==> src/rtl/alu_pkg.sv <==
// Shared opcode constants, request bundle and opcode helper for the
// ALU issue path.
package alu_pkg;

    localparam int ALU_W = 32;

    localparam logic [2:0] OP_AND = 3'b000;
    localparam logic [2:0] OP_OR  = 3'b001;
    localparam logic [2:0] OP_ADD = 3'b010;
    localparam logic [2:0] OP_SUB = 3'b110;

    typedef struct packed {
        logic [ALU_W-1:0] a;
        logic [ALU_W-1:0] b;
        logic [2:0]       op;
    } alu_req_t;

    function automatic logic is_legal_op(input logic [2:0] op);
        return (op == OP_AND) || (op == OP_OR) ||
               (op == OP_ADD) || (op == OP_SUB);
    endfunction

endpackage

==> src/rtl/alu_issue_stage_if.sv <==
// Bundle of request, ALU and result signals around the issue stage.
// slave is the stage's view; master is the surrounding pipeline's view.
interface alu_issue_stage_if #(
    parameter int W     = 32,
    parameter int DEPTH = 4
) ();

    logic                   in_valid;
    logic                   in_ready;
    logic [W-1:0]           in_a;
    logic [W-1:0]           in_b;
    logic [2:0]             in_op;

    logic [W-1:0]           alu_a;
    logic [W-1:0]           alu_b;
    logic [2:0]             alu_op;
    logic [W-1:0]           alu_z;
    logic                   alu_ex;

    logic                   out_valid;
    logic                   out_ready;
    logic [W-1:0]           out_z;
    logic                   out_ex;
    logic [2:0]             out_op;

    logic [$clog2(DEPTH):0] count;

    modport slave (
        input  in_valid, in_a, in_b, in_op,
        input  alu_z, alu_ex, out_ready,
        output in_ready, alu_a, alu_b, alu_op,
        output out_valid, out_z, out_ex, out_op, count
    );

    modport master (
        output in_valid, in_a, in_b, in_op,
        output alu_z, alu_ex, out_ready,
        input  in_ready, alu_a, alu_b, alu_op,
        input  out_valid, out_z, out_ex, out_op, count
    );

endinterface

==> src/rtl/alu_req_fifo.sv <==
// Request FIFO with separate occupancy counter; head reads as zero
// while empty. Caller guarantees no push when full, no pop when empty.
module alu_req_fifo #(
    parameter int DEPTH = 4,
    parameter int DW    = 67
) (
    input  logic                   clk,
    input  logic                   rst,
    input  logic                   push,
    input  logic [DW-1:0]          push_data,
    input  logic                   pop,
    output logic [DW-1:0]          head,
    output logic [$clog2(DEPTH):0] count
);

    localparam int PW = $clog2(DEPTH);
    localparam int CW = PW + 1;

    logic [DW-1:0] mem [DEPTH];
    logic [PW-1:0] wptr;
    logic [PW-1:0] rptr;

    // Storage write at the tail; contents need no reset.
    always_ff @(posedge clk) begin
        if (push) begin
            mem[wptr] <= push_data;
        end
    end

    // Pointers wrap naturally; count disambiguates full from empty.
    always_ff @(posedge clk) begin
        if (rst) begin
            wptr  <= '0;
            rptr  <= '0;
            count <= '0;
        end else begin
            if (push) begin
                wptr <= wptr + PW'(1);
            end
            if (pop) begin
                rptr <= rptr + PW'(1);
            end
            unique case ({push, pop})
                2'b10:   count <= count + CW'(1);
                2'b01:   count <= count - CW'(1);
                default: count <= count;
            endcase
        end
    end

    // Empty FIFO presents zeros so the ALU sees quiet operands.
    always_comb begin
        head = '0;
        if (count != '0) begin
            head = mem[rptr];
        end
    end

endmodule

==> src/rtl/alu_issue_stage.sv <==
// Issue stage feeding a combinational ALU and registering its result.
// Optional ALU_ILLEGAL_OP_TRAP_EN traps opcodes the ALU does not define.
module alu_issue_stage
    import alu_pkg::*;
#(
    parameter int DEPTH = 4,
    parameter int W     = ALU_W
) (
    input  logic             clk,
    input  logic             rst,
    alu_issue_stage_if.slave bus
);

    localparam int CW = $clog2(DEPTH) + 1;
    localparam int DW = $bits(alu_req_t);

    alu_req_t      req_in;
    alu_req_t      head;
    logic [DW-1:0] head_bits;
    logic          push;
    logic          issue;
    logic          head_legal;
    logic [W-1:0]  cap_z;
    logic          cap_ex;

    assign req_in = '{a: bus.in_a, b: bus.in_b, op: bus.in_op};

    // Acceptance depends only on stored occupancy, never on out_ready.
    assign bus.in_ready = (bus.count != CW'(DEPTH));
    assign push         = bus.in_valid & bus.in_ready;

    // Issue when a request is queued and the result slot is free
    // or being emptied this cycle.
    assign issue = (bus.count != '0) &
                   (!bus.out_valid | bus.out_ready);

    alu_req_fifo #(
        .DEPTH (DEPTH),
        .DW    (DW)
    ) u_fifo (
        .clk       (clk),
        .rst       (rst),
        .push      (push),
        .push_data (req_in),
        .pop       (issue),
        .head      (head_bits),
        .count     (bus.count)
    );

    assign head = alu_req_t'(head_bits);

`ifdef ALU_ILLEGAL_OP_TRAP_EN
    assign head_legal = is_legal_op(head.op);
`else
    assign head_legal = 1'b1;
`endif

    // Undefined opcodes reach the ALU as AND and are overridden at capture.
    assign bus.alu_a  = head.a;
    assign bus.alu_b  = head.b;
    assign bus.alu_op = head_legal ? head.op : OP_AND;

    assign cap_z  = head_legal ? bus.alu_z  : '0;
    assign cap_ex = head_legal ? bus.alu_ex : 1'b1;

    // Result register: load on issue, clear valid when drained.
    always_ff @(posedge clk) begin
        if (rst) begin
            bus.out_valid <= 1'b0;
            bus.out_z     <= '0;
            bus.out_ex    <= 1'b0;
            bus.out_op    <= OP_AND;
        end else if (issue) begin
            bus.out_valid <= 1'b1;
            bus.out_z     <= cap_z;
            bus.out_ex    <= cap_ex;
            bus.out_op    <= head.op;
        end else if (bus.out_valid & bus.out_ready) begin
            bus.out_valid <= 1'b0;
        end
    end

endmodule

==> src/flat_wrapper.sv <==
// flat-port wrapper written by rule: the top's interface ports become plain ports
module alu_issue_stage_flat import alu_pkg::*;
#(
    parameter int DEPTH = 4,
    parameter int W     = ALU_W
)
  (clk, rst, bus_in_valid, bus_in_a, bus_in_b, bus_in_op, bus_alu_z, bus_alu_ex, bus_out_ready, bus_in_ready, bus_alu_a, bus_alu_b, bus_alu_op, bus_out_valid, bus_out_z, bus_out_ex, bus_out_op, bus_count);
  alu_issue_stage_if #(.W(W), .DEPTH(DEPTH)) bus_i ();
  input  logic clk;
  input  logic rst;
  input wire logic [$bits(bus_i.in_valid)-1:0] bus_in_valid;
  input wire logic [$bits(bus_i.in_a)-1:0] bus_in_a;
  input wire logic [$bits(bus_i.in_b)-1:0] bus_in_b;
  input wire logic [$bits(bus_i.in_op)-1:0] bus_in_op;
  input wire logic [$bits(bus_i.alu_z)-1:0] bus_alu_z;
  input wire logic [$bits(bus_i.alu_ex)-1:0] bus_alu_ex;
  input wire logic [$bits(bus_i.out_ready)-1:0] bus_out_ready;
  output wire logic [$bits(bus_i.in_ready)-1:0] bus_in_ready;
  output wire logic [$bits(bus_i.alu_a)-1:0] bus_alu_a;
  output wire logic [$bits(bus_i.alu_b)-1:0] bus_alu_b;
  output wire logic [$bits(bus_i.alu_op)-1:0] bus_alu_op;
  output wire logic [$bits(bus_i.out_valid)-1:0] bus_out_valid;
  output wire logic [$bits(bus_i.out_z)-1:0] bus_out_z;
  output wire logic [$bits(bus_i.out_ex)-1:0] bus_out_ex;
  output wire logic [$bits(bus_i.out_op)-1:0] bus_out_op;
  output wire logic [$bits(bus_i.count)-1:0] bus_count;
  assign bus_i.in_valid = bus_in_valid;
  assign bus_i.in_a = bus_in_a;
  assign bus_i.in_b = bus_in_b;
  assign bus_i.in_op = bus_in_op;
  assign bus_i.alu_z = bus_alu_z;
  assign bus_i.alu_ex = bus_alu_ex;
  assign bus_i.out_ready = bus_out_ready;
  assign bus_in_ready = bus_i.in_ready;
  assign bus_alu_a = bus_i.alu_a;
  assign bus_alu_b = bus_i.alu_b;
  assign bus_alu_op = bus_i.alu_op;
  assign bus_out_valid = bus_i.out_valid;
  assign bus_out_z = bus_i.out_z;
  assign bus_out_ex = bus_i.out_ex;
  assign bus_out_op = bus_i.out_op;
  assign bus_count = bus_i.count;
  alu_issue_stage #(.DEPTH(DEPTH), .W(W)) u_core (.clk(clk), .rst(rst), .bus(bus_i));
endmodule
==> config.mk <==
export PLATFORM = sky130hd
export DESIGN_NAME = alu_issue_stage_flat
export DESIGN_NICKNAME = d
export VERILOG_FILES = /design/src/rtl/alu_pkg.sv /design/src/rtl/alu_issue_stage_if.sv /design/src/rtl/alu_req_fifo.sv /design/src/rtl/alu_issue_stage.sv /design/src/flat_wrapper.sv
export SDC_FILE = /design/constraint.sdc
export NUM_CORES = 1
export LEC_CHECK = 0
export BUFFER_PORTS_ARGS = -buffer_cell sky130_fd_sc_hd__buf_2
export CAP_MARGIN = 20
export CORE_MARGIN = 5
export CORE_UTILIZATION = 35
export DETAILED_ROUTE_END_ITERATION = 12
export PLACE_DENSITY_LB_ADDON = 0.05
export SKIP_LAST_GASP = 1
export SYNTH_ARGS = -nofsm -noshare
export SYNTH_HDL_FRONTEND = slang
export SYNTH_SLANG_ARGS = --single-unit
export TNS_END_PERCENT = 50
==> constraint.sdc <==
create_clock -name clk -period 3.7 [get_ports clk]
set_clock_uncertainty 0.05 [all_clocks]
set_input_delay 1.11 -clock clk [delete_from_list [all_inputs] [get_ports clk]]
set_output_delay 1.11 -clock clk [all_outputs]
set_load 0.02 [all_outputs]
; ---- Word-level counts from Yosys, hierarchy flattened
; Memory sizes are Yosys's and may differ from the RTL's. A register that Yosys moved wholly into a read port is not among the register bits.
; Cells that the tools add are included.
[word_totals]
ramBits = 268
inputBits = 104
word_cells = 31
reg_bits = 44
output_inout_bits = 108
n_memories = 1
[classes]
mux = 8
bitwise_logic = 4
n_addsub = 4
n_reduce_logical = 4
n_eq_ne = 3
[mem_list]
columns = name, depth, word_bits, rd, rd_ports_with_merged_regs, wr, line_no
row1 = u_core.u_fifo.mem, 4, 67, 1, 1, 1, alu_req_fifo.sv:19  ; logic [DW-1:0] mem [DEPTH];
[op_table]
columns = cell, n
row1 = 67-bit two-way mux, 1
row2 = 3-bit one-hot mux with 2 select lines, 1
row3 = "2-bit by 1-bit adder with 2-bit output, second input constant", 2
row4 = 1-bit two-way mux, 4
row5 = 2-bit two-way mux, 2
row6 = 2-bit nonzero test, 2
row7 = "3-bit by 1-bit adder with 3-bit output, second input constant", 1
row8 = 1-bit bitwise AND, 3
row9 = "3-bit inequality test, second input constant", 1
row10 = 3-bit nonzero test, 1
row11 = "3-bit by 1-bit subtractor with 3-bit output, second input constant", 1
row12 = "2-bit by 1-bit equality test with 1-bit output, second input constant", 1
row13 = "2-bit equality test, second input constant", 1
row14 = 1-bit logical NOT, 1
row15 = 1-bit OR, 1

; ---- Longest topological paths before layout
; Gate-level depths: netlist of the first run.
[depth]
ltp_word = 5
depth_mapped = 9
mapped_depth_nobuf = 8

; ---- Cells and area by module
; Synthesis of the first run repeated with hierarchy kept, for this count alone.
[unflattened]
cells_unflattened = 635
hier_area_um2 = 12206.7
[modules_own_cells]
columns = mod, seq_area_each_um2, area_each_um2, cells_each, instances
row1 = alu_req_fifo, 8227.9, 10538.9, 470, 1
row2 = alu_issue_stage, 740.7, 1667.8, 165, 1

; ---- Worst setup path before layout of the first run
; OpenSTA, ideal clock, no wires.
[synth_timing]
kind = input port to flip-flop
from = input bus_in_valid
to = memory u_core.u_fifo.mem[0][0], enable pin
t_required_ns = 3.217
arrival_time_ns = 2.981
path_stages = 2
path_buffers = 1
setup_slack_ns = 0.236
setup_ns = 0.433
cell_sequence = buf_1 > and3_1
[synth_between]
elab_chain_cells = 3
[synth_rtl]
columns = item, line_no
row1 = from (decl), flat_wrapper.sv:11  ; input wire logic [$bits(bus_i.in_valid)-1:0] bus_in_valid;
row2 = 1-bit bitwise AND, alu_issue_stage.sv:30  ; assign push = bus.in_valid & bus.in_ready;
row3 = 1-bit two-way mux, alu_req_fifo.sv:25  ; if (push) begin
row4 = 1-bit two-way mux (not written as such), alu_req_fifo.sv:26  ; mem[wptr] <= push_data;
row5 = to (decl), alu_req_fifo.sv:19
; No other way between the ends.

==> metrics.txt, run 1 <==
status finished clean; end-of-flow core utilization a little over two fifths; commonest non-fill, non-tap cells in the layout edfxtp_1 (268), buf_2 (211), mux4_2 (67), and2_1 (67), dfxtp_1 (44); CTS root buf clkbuf_16; FMAX 297 MHz; largest area contributor in the netlist edfxtp_1; r2r startpoint u_core.u_fifo.count[2]$_SDFFE_PP0P_; CTS Hold Bufs 0; Leak around 5.2 nW; global-route usage over all layers 14.2%; endpoint of the worst hold path u_core.bus.out_op[2]$_SDFFE_PP0P_; IO Pins 212; Period Utilization, post-route 91.0%; Worst-Margin Slew between 0.4 and 0.5 ns; Max clock buf depth 3; Setup crit end kind primary output; placed cells roughly 1300; r2r endpoint u_core.u_fifo.count[2]$_SDFFE_PP0P_; antenna-violating nets left 0; critical path class register to primary output; unrepaired setup endpoints after global routing false; CTS Sinks ~310; Worst Hold Launch u_core.bus.out_op[2]$_SDFFE_PP0P_; Worst VDD drop between 0.3 and 0.4 mV; largest net degree at the start of global routing between 40 and 50; first drt pass iteration count 4; largest cells by area after synthesis edfxtp_1 (67%), mux4_2 (13%), dfxtp_1 (7.7%); Die Span Y ~200 um; YS warnings 0; Non-Filler Instances 1346; Post-Synthesis Cells between 600 and 700; worst-skew pair later-pin latency roughly 0.51 ns; commonest non-fill, non-tap cell in the layout edfxtp_1; Mapped Area around 12000 sq um; Via density about 4.9; number of port buffers ~210; residual overflow from global routing 0; final setup margin approximately 0.33 ns; final WL about 27000 um; post-cts resize count 0; Final setup viols 0; H-tree lvl count 2; Final #Nets 979; setup_tns 0 ns; Power Density about 800 nW/um^2; core footprint roughly 34000 sq um; worst hold stages 2; #FFs+latches synth 314; CP arrival around 2.2 ns; Final Hold Vio Count 0; vias in the first global route slightly above 7000; Mapped Nets ~760; R2R Setup Slk around 1.3 ns; WHS 0.425 ns; CP Max Fanout 23; share of the synthesized area in the top cell type roughly 67%; RD Place Congestion 0.742; routed length per instance roughly 20 um; Tmin final around 3.4 ns; pre-CTS setup slack roughly 0.8 ns; initial core utilization approximately 36%; Die X 195 um; 1st-iter DRT viols about 300; DR DRC count 0; Pins Over Slew Limit 0; die area ~38000 sq um; Clock transition at path regs 0.05 ns; Num CTS Buffers 37; syn avg cell area about 19 sq um; synth-to-layout area growth 22.7%; Worst slew margin approximately 73%; Netlist cell types 28; Req. time, crit path approximately 2.5 ns; Setup Buffers After CTS 0; HPWL after DPL 17100 um; Max-Cap Viols 0; row count 67; layout cells sized above 1 39.5%; first-pass GRT wire length between 40000 and 50000 um; hold crit path type register to register; TritonCTS clock tree built; startpoint types register; initial antenna violation count 7; routed via count about 6600; register area share after synthesis 74.6%; cells on worst reg2reg path 8
-- worst max-delay path by stage --
| stage | start | to | slack [ns] | cells after the start |
|---|---|---|---|---|
| after global routing | register | bus_alu_b[22] | 0.18 | 4 |
| after CTS | register | bus_alu_b[22] | 0.25 | 4 |
| after detailed placement | register | bus_alu_b[22] | 0.81 | 4 |
| final | register | bus_alu_a[14] | 0.33 | 4 |
| after global placement | register | bus_alu_b[2] | 0.82 | 4 |
| after floorplan | bus_in_valid | u_core.u_fifo.mem[0][0]$_DFFE_PP_ | 0.24 | 2 |
-- area by class of cell --
| class | instances | area (sq um) |
|---|---|---|
| Timing Repair Buffer | 228 | 1280 |
| Clock inverter | 7 | 37.5 |
| Fill cell | 3065 | 18900 |
| Antenna cell | 4 | 10.0 |
| Clock buffer | 57 | 1070 |
| Tap cell | 448 | 561 |
| Sequential cell | 314 | 8980 |
| Multi-Input combinational cell | 282 | 2790 |
| Inverter | 6 | 22.5 |
-- sequential cells by signal (all words and copies together) (netlist names), named ones only --
register and flops:
u_core.bus.out_op 3, u_core.u_fifo.count 3, u_core.u_fifo.rptr 2, u_core.u_fifo.mem 268, u_core.u_fifo.wptr 2, u_core.bus.out_valid 1, u_core.bus.out_ex 1, u_core.bus.out_z 32
-- synth_stat cells (all sizes together) --
| library cell | count |
|---|---|
| edfxtp | 268 |
| and2 | 67 |
| mux4 | 67 |
| dfxtp | 46 |
| a21oi | 43 |
| nand3 | 38 |
| o21ai | 38 |
| buf | 26 |
| clkbuf | 20 |
| inv | 6 |
| ha | 5 |
| nor2 | 5 |
| and3 | 4 |
| or3 | 3 |
| a21o | 2 |
| xor2 | 2 |
| a311oi | 1 |
| a31o | 1 |
| fa | 1 |
| nand2 | 1 |
| nand2b | 1 |
| nor2b | 1 |
| nor3 | 1 |
| or3b | 1 |
-- logic make-up after synthesis --
family	count (synthesis)	share of synthesized area (%)
XOR/XNOR	2	0.146
flip-flops	314	74.6
multiplexers	67	12.6
buffers and inverters	52	2.45
adder cells (fa/ha/maj)	6	0.687
AO/OA/AOI/OAI	85	3.70
AND/OR/NAND/NOR	122	5.84
-- layer usage --
metal	wire length, um	part of all wire [%]	GRT usage, %	vias to the layer above
met5	46	0.17	0	-
met4	624	2.3	4.50	8
met3	1830	6.7	4.36	54
met2	13900	51	24.0	195
met1	11000	40	17.7	3341
li1	-	-	-	2994
-- power breakdown --
| part | switching [mW] | leakage, nW | internal, mW |
|---|---|---|---|
| logic | 2.37 | 1.86 | 1.56 |
| registers | 0.201 | 2.84 | 4.31 |
| clock network | 1.30 | 0.546 | 1.99 |
| total | 3.87 | 5.24 | 7.87 |
-- critical path, stage by stage (launching register included) --
cell	delay, ns
dfxtp_4	0.50
buf_12	0.26
mux4_2	0.54
and2_1	0.20
buf_2	0.16
-- stage by stage --
step,instance area [sq um],total power [mW]
5_1_grt,14700,12.4
3_5_place_dp,13600,8.65
6_report,14800,11.7
2_1_floorplan,12000,7.28
3_3_place_gp,13600,8.58
4_1_cts,14700,12.0
Power figures use the tool's default switching activity.
==> run 2: changes to the inputs <==
Settings changed: ABC_AREA set to 1.
==> metrics.txt, run 2 <==
status finished clean; setup_tns 0 ns; commonest non-fill, non-tap cell in the layout nor2_1; Final #Nets 1361; die area just under 40000 sq um; largest registers u_core.u_fifo.mem: 268 flops, u_core.bus.out_z: 32 flops; TritonCTS clock tree built; Top reg by flops u_core.u_fifo.mem; Pins Over Slew Limit 0; Setup Buffers After CTS 0; DR DRC count 0; largest cells by area after synthesis edfxtp_1 (66%), nor2_1 (10%), dfxtp_1 (7.6%); CP arrival 2.33 ns; CTS Sinks between 300 and 400; global-route usage over all layers about 16%; Largest register FFs ~270; Final setup viols 0; M2 GR Usage roughly a quarter; Max clock buf depth 3; RD Place Congestion around 0.73; initial core utilization between 30% and 40%; YS warnings 0; synth-to-layout area growth 22.1%; FMAX approximately 290 MHz; vias in the first global route roughly 8000; largest net degree at the start of global routing about 70; number of port buffers 211; Post-synth top cells nor2_1 (338), edfxtp_1 (268), o21ai_0 (102); CTS Hold Bufs 0; Req. time, crit path between 2 and 3 ns; Mapped Nets around 1200; syn avg cell area roughly 12 sq um; DP Area around 14000 sq um; row count slightly below 70; top-count cell post-synth nor2_1; hold crit path type register to register; routed via count 8100; layout cells sized above 1 between 20% and 30%; worst-skew pair later-pin latency just over 0.5 ns; Worst VDD drop between 0.4 and 0.5 mV; HPWL after DPL ~18000 um; #FFs+latches synth roughly 310; Die Span Y just under 200 um; met1 global-route usage around 22%; GR Util met3 under 10%; 1st-iter DRT viols 400; CP Max Fanout between 40 and 50; final WL 31300 um; PnR Total Power roughly 13 mW; antenna-violating nets left 0; first drt pass iteration count 4; largest area contributor in the netlist edfxtp_1; critical path class register to primary output; unrepaired setup endpoints after global routing false; Netlist cell types 20; first-pass GRT wire length between 40000 and 50000 um; core footprint about 34000 sq um; Setup crit end kind primary output; top_reg_cell synth edfxtp_1; startpoint types register; end-of-flow core utilization between 40 and 50%; WHS about 0.43 ns; register area share after synthesis roughly three quarters; IO Pins 212; residual overflow from global routing 0; Clock transition at path regs 0.06 ns; Via density approximately 4.7; Async SR Flop Fraction 0%; initial antenna violation count 4; busiest grt layer met2; Mapped Area around 12000 sq um; Non-Filler Instances 1736; Final Hold Vio Count 0; Leak about 5.7 nW; Max-Cap Viols 0; commonest non-fill, non-tap cells in the layout nor2_1 (334), edfxtp_1 (268), buf_2 (211); Num CTS Buffers 37; placed cells 1667; share of the synthesized area in the top cell type around 66%; post-cts resize count 0; pre-CTS setup slack between 0.6 and 0.7 ns; H-tree lvl count 2; Post-Synthesis Cells roughly 1000; Period Utilization, post-route 94.3%; Worst-Margin Slew between 0.6 and 0.7 ns; routed length per instance 18.0 um; CTS root buf clkbuf_16; Power Density 857 nW/um^2; design area around 15000 sq um; final setup margin 0.209 ns; Tmin final ~3.5 ns; Die X 197 um; Worst slew margin around three fifths; number of flops mapped to enable cells by yosys between 200 and 300
==> run 2: cell types whose count changed after synthesis, moves of 16 or more <==
cell and delta:
o21ai_0 +64, nor2_1 +333, nand2_1 +35, o21ai_1 +62, a21oi_1 +29, inv_1 +26, mux4_2 -67, nand3_1 -28
buf_2 +16, and2_1 -67
==> run 2: worst max-delay path: stages, from the launching register on <==
cell and delay [ns]:
dfxtp_4 0.68, buf_4 0.42, nor2_1 0.09, nor2_1 0.09, o21ai_0 0.09, a21oi_1 0.22, buf_2 0.21
==> run 2: worst paths after layout <==
check | from | to | cells after the start | slack, ns
max | register | bus_alu_a[31] | 6 | 0.21
min | u_core.bus.out_z[3]$_SDFFE_PP0P_ | u_core.bus.out_z[3]$_SDFFE_PP0P_ | 2 | 0.43
max reg2reg | u_core.u_fifo.count[0]$_SDFFE_PP0P_ | u_core.u_fifo.count[2]$_SDFFE_PP0P_ | 12 | 1.42
min reg2reg | u_core.bus.out_z[3]$_SDFFE_PP0P_ | u_core.bus.out_z[3]$_SDFFE_PP0P_ | 2 | 0.43
==> run 2: metal layers <==
layer | wire length (um) | part of all wire, %
met2 | 14300 | 46
met3 | 1820 | 5.8
met4 | 426 | 1.4
met1 | 14700 | 47
met5 | 21 | 0.067
==> run 2: area by class of cell <==
class,count,area [sq um]
Antenna cell,2,5.00
Clock buffer,50,1030
Clock inverter,17,105
Fill cell,3298,19600
Inverter,36,138
Multi-Input combinational cell,628,2760
Sequential cell,314,8970
Tap cell,455,569
Timing Repair Buffer,234,1300
==> run 2: cells by family (layout without fill, tap and decap cells) <==
logic type      after synthesis  after routing  synth area share (%)
flops                       314            314                  73.6
compound gates              236            236                  9.69
other cells                   0              2                     0
buf+inv                      98            337                  4.05
simple gates                386            386                  12.0
fa+ha+maj                     6              6                 0.677
==> run 2: power breakdown <==
group          leakage [nW]  total (mW)  internal, mW  switching [mW]
Clock                 0.552        3.37          2.01            1.36
Sequential             2.84        4.57          4.34           0.225
Combinational          2.31        4.81          1.40            3.41
==> run 3: changes to the inputs <==
Settings changed: CORE_UTILIZATION 35 to 56.
==> metrics.txt, run 3 (synthesized netlist as in run 2, its figures left out) <==
post-cts resize count 0; layout cells sized above 1 a little under a quarter; startpoint types register; initial core utilization around 56%; worst-path cell chain buf_4, nor2_1, nor2_1, o21ai_0, a21oi_1, buf_2; row count between 50 and 60; initial antenna violation count 0; synth-to-layout area growth 20.4%; CP arrival around 2.3 ns; first-pass GRT wire length 41700 um; # diodes 0; CP peak stage delay roughly 0.6 ns; 1st-iter DRT viols around 520; routed via count ~8100; CTS root buf clkbuf_16; RD Place Congestion approximately 0.73; critical path class register to primary output; Die X ~160 um; CP Max Fanout 33; number of port buffers between 200 and 250; Max clock buf depth 3; antenna-violating nets left 0; Pins Over Slew Limit 0; Setup crit end kind primary output; Worst VDD drop 0.613 mV; Worst-Margin Slew between 0.9 and 1 ns; H-tree lvl count 2; core footprint around 22000 sq um; Final setup viols 0; status finished clean; FMAX 291 MHz; Req. time, crit path roughly 2.5 ns; largest net degree at the start of global routing 77; Power Density 855 nW/um^2; largest registers u_core.u_fifo.mem: 268 flops, u_core.bus.out_z: 32 flops; worst-skew pair later-pin latency about 0.50 ns; CTS Sinks about 310; Die Span Y ~160 um; CP max stage cell dfxtp_4; Num CTS Buffers 34; HPWL after DPL 15600 um; residual overflow from global routing 0; Final #Nets roughly 1400; Period Utilization, post-route 92.8%; Via density 5.22; Max-Cap Viols 0; CTS Hold Bufs 0; Top reg by flops u_core.u_fifo.mem; final setup margin 0.267 ns; end-of-flow core utilization about two thirds; Clock transition at path regs ~0.06 ns; IO Pins approximately 210; TritonCTS clock tree built; Final Hold Vio Count 0; Setup Buffers After CTS 0; hold crit path type register to register; most used cell, CP nor2_1; vias in the first global route between 7000 and 8000; Leak about 5.7 nW; unrepaired setup endpoints after global routing false; DR DRC count 0; first drt pass iteration count 5; final WL 26900 um; Worst slew margin 39.4%; pre-CTS setup slack around 0.8 ns; commonest non-fill, non-tap cell in the layout nor2_1; die area roughly 25000 sq um; commonest non-fill, non-tap cells in the layout nor2_1 (334), edfxtp_1 (268), buf_2 (211); routed length per instance between 15 and 20 um; global-route usage over all layers between 20% and 30%; Tmin final approximately 3.4 ns; Largest register FFs between 200 and 300
[run 3: changes by cell type in the layout (fill, tap and decap cells not counted), sizes merged]
| cell | previous run | this run |
|---|---|---|
| buf | 234 | 235 |
| bufinv | 1 | 2 |
| clkbuf | 50 | 47 |
| clkinv | 14 | 8 |
| diode | 2 | 0 |
| inv | 37 | 36 |
[run 3: final cells by class]
cell class              instances  area, sq um
flip-flops and latches        314         8970
fillers                      1642         6940
multi-input cells             628         2760
repair buffers                235         1350
clock buffers                  47         1000
well taps                     280          350
inverters                      36          138
clock inverters                11          103
[run 3: worst paths after layout]
path,startpoint,slack (ns),end,depth (start not counted)
max,register,0.27,bus_alu_a[7],6
min,u_core.bus.out_z[3]$_SDFFE_PP0P_,0.42,u_core.bus.out_z[3]$_SDFFE_PP0P_,2
max reg2reg,u_core.u_fifo.count[0]$_SDFFE_PP0P_,1.46,u_core.u_fifo.count[2]$_SDFFE_PP0P_,12
min reg2reg,u_core.bus.out_z[3]$_SDFFE_PP0P_,0.42,u_core.bus.out_z[3]$_SDFFE_PP0P_,2
[run 3: stage by stage]
stage	instance area, sq um	TNS [ns]	instances	hold WS (ns)	total power, mW
floorplan	12200	-244.37	1040	0.409	7.87
global placement	13600	0	1493	0.408	9.31
detailed placement	13600	0	1493	0.416	9.36
CTS	14700	0	1551	0.430	12.7
global route	14700	0	1551	0.450	13.3
finish	14700	0	1551	0.422	12.6
[run 3: critical path: cells and delay by family, from the launching register on]
kind                   cells  cell delay, ns
and+or+nand+nor            2            0.17
AOI/OAI and AO/OA          2            0.39
DFF                        1            0.59
buffers and inverters      2            0.61
[run 3: power breakdown]
group / internal (mW) / total [mW] / switching [mW]
clock network: 2.03 / 3.31 / 1.28
logic: 1.39 / 4.70 / 3.31
registers: 4.34 / 4.54 / 0.202
[run 3: routing by layer]
layer	wire, um	global-route usage, %
met3	1620	4.01
met5	0	0
met1	11500	28.8
met4	438	5.90
met2	13300	36.4
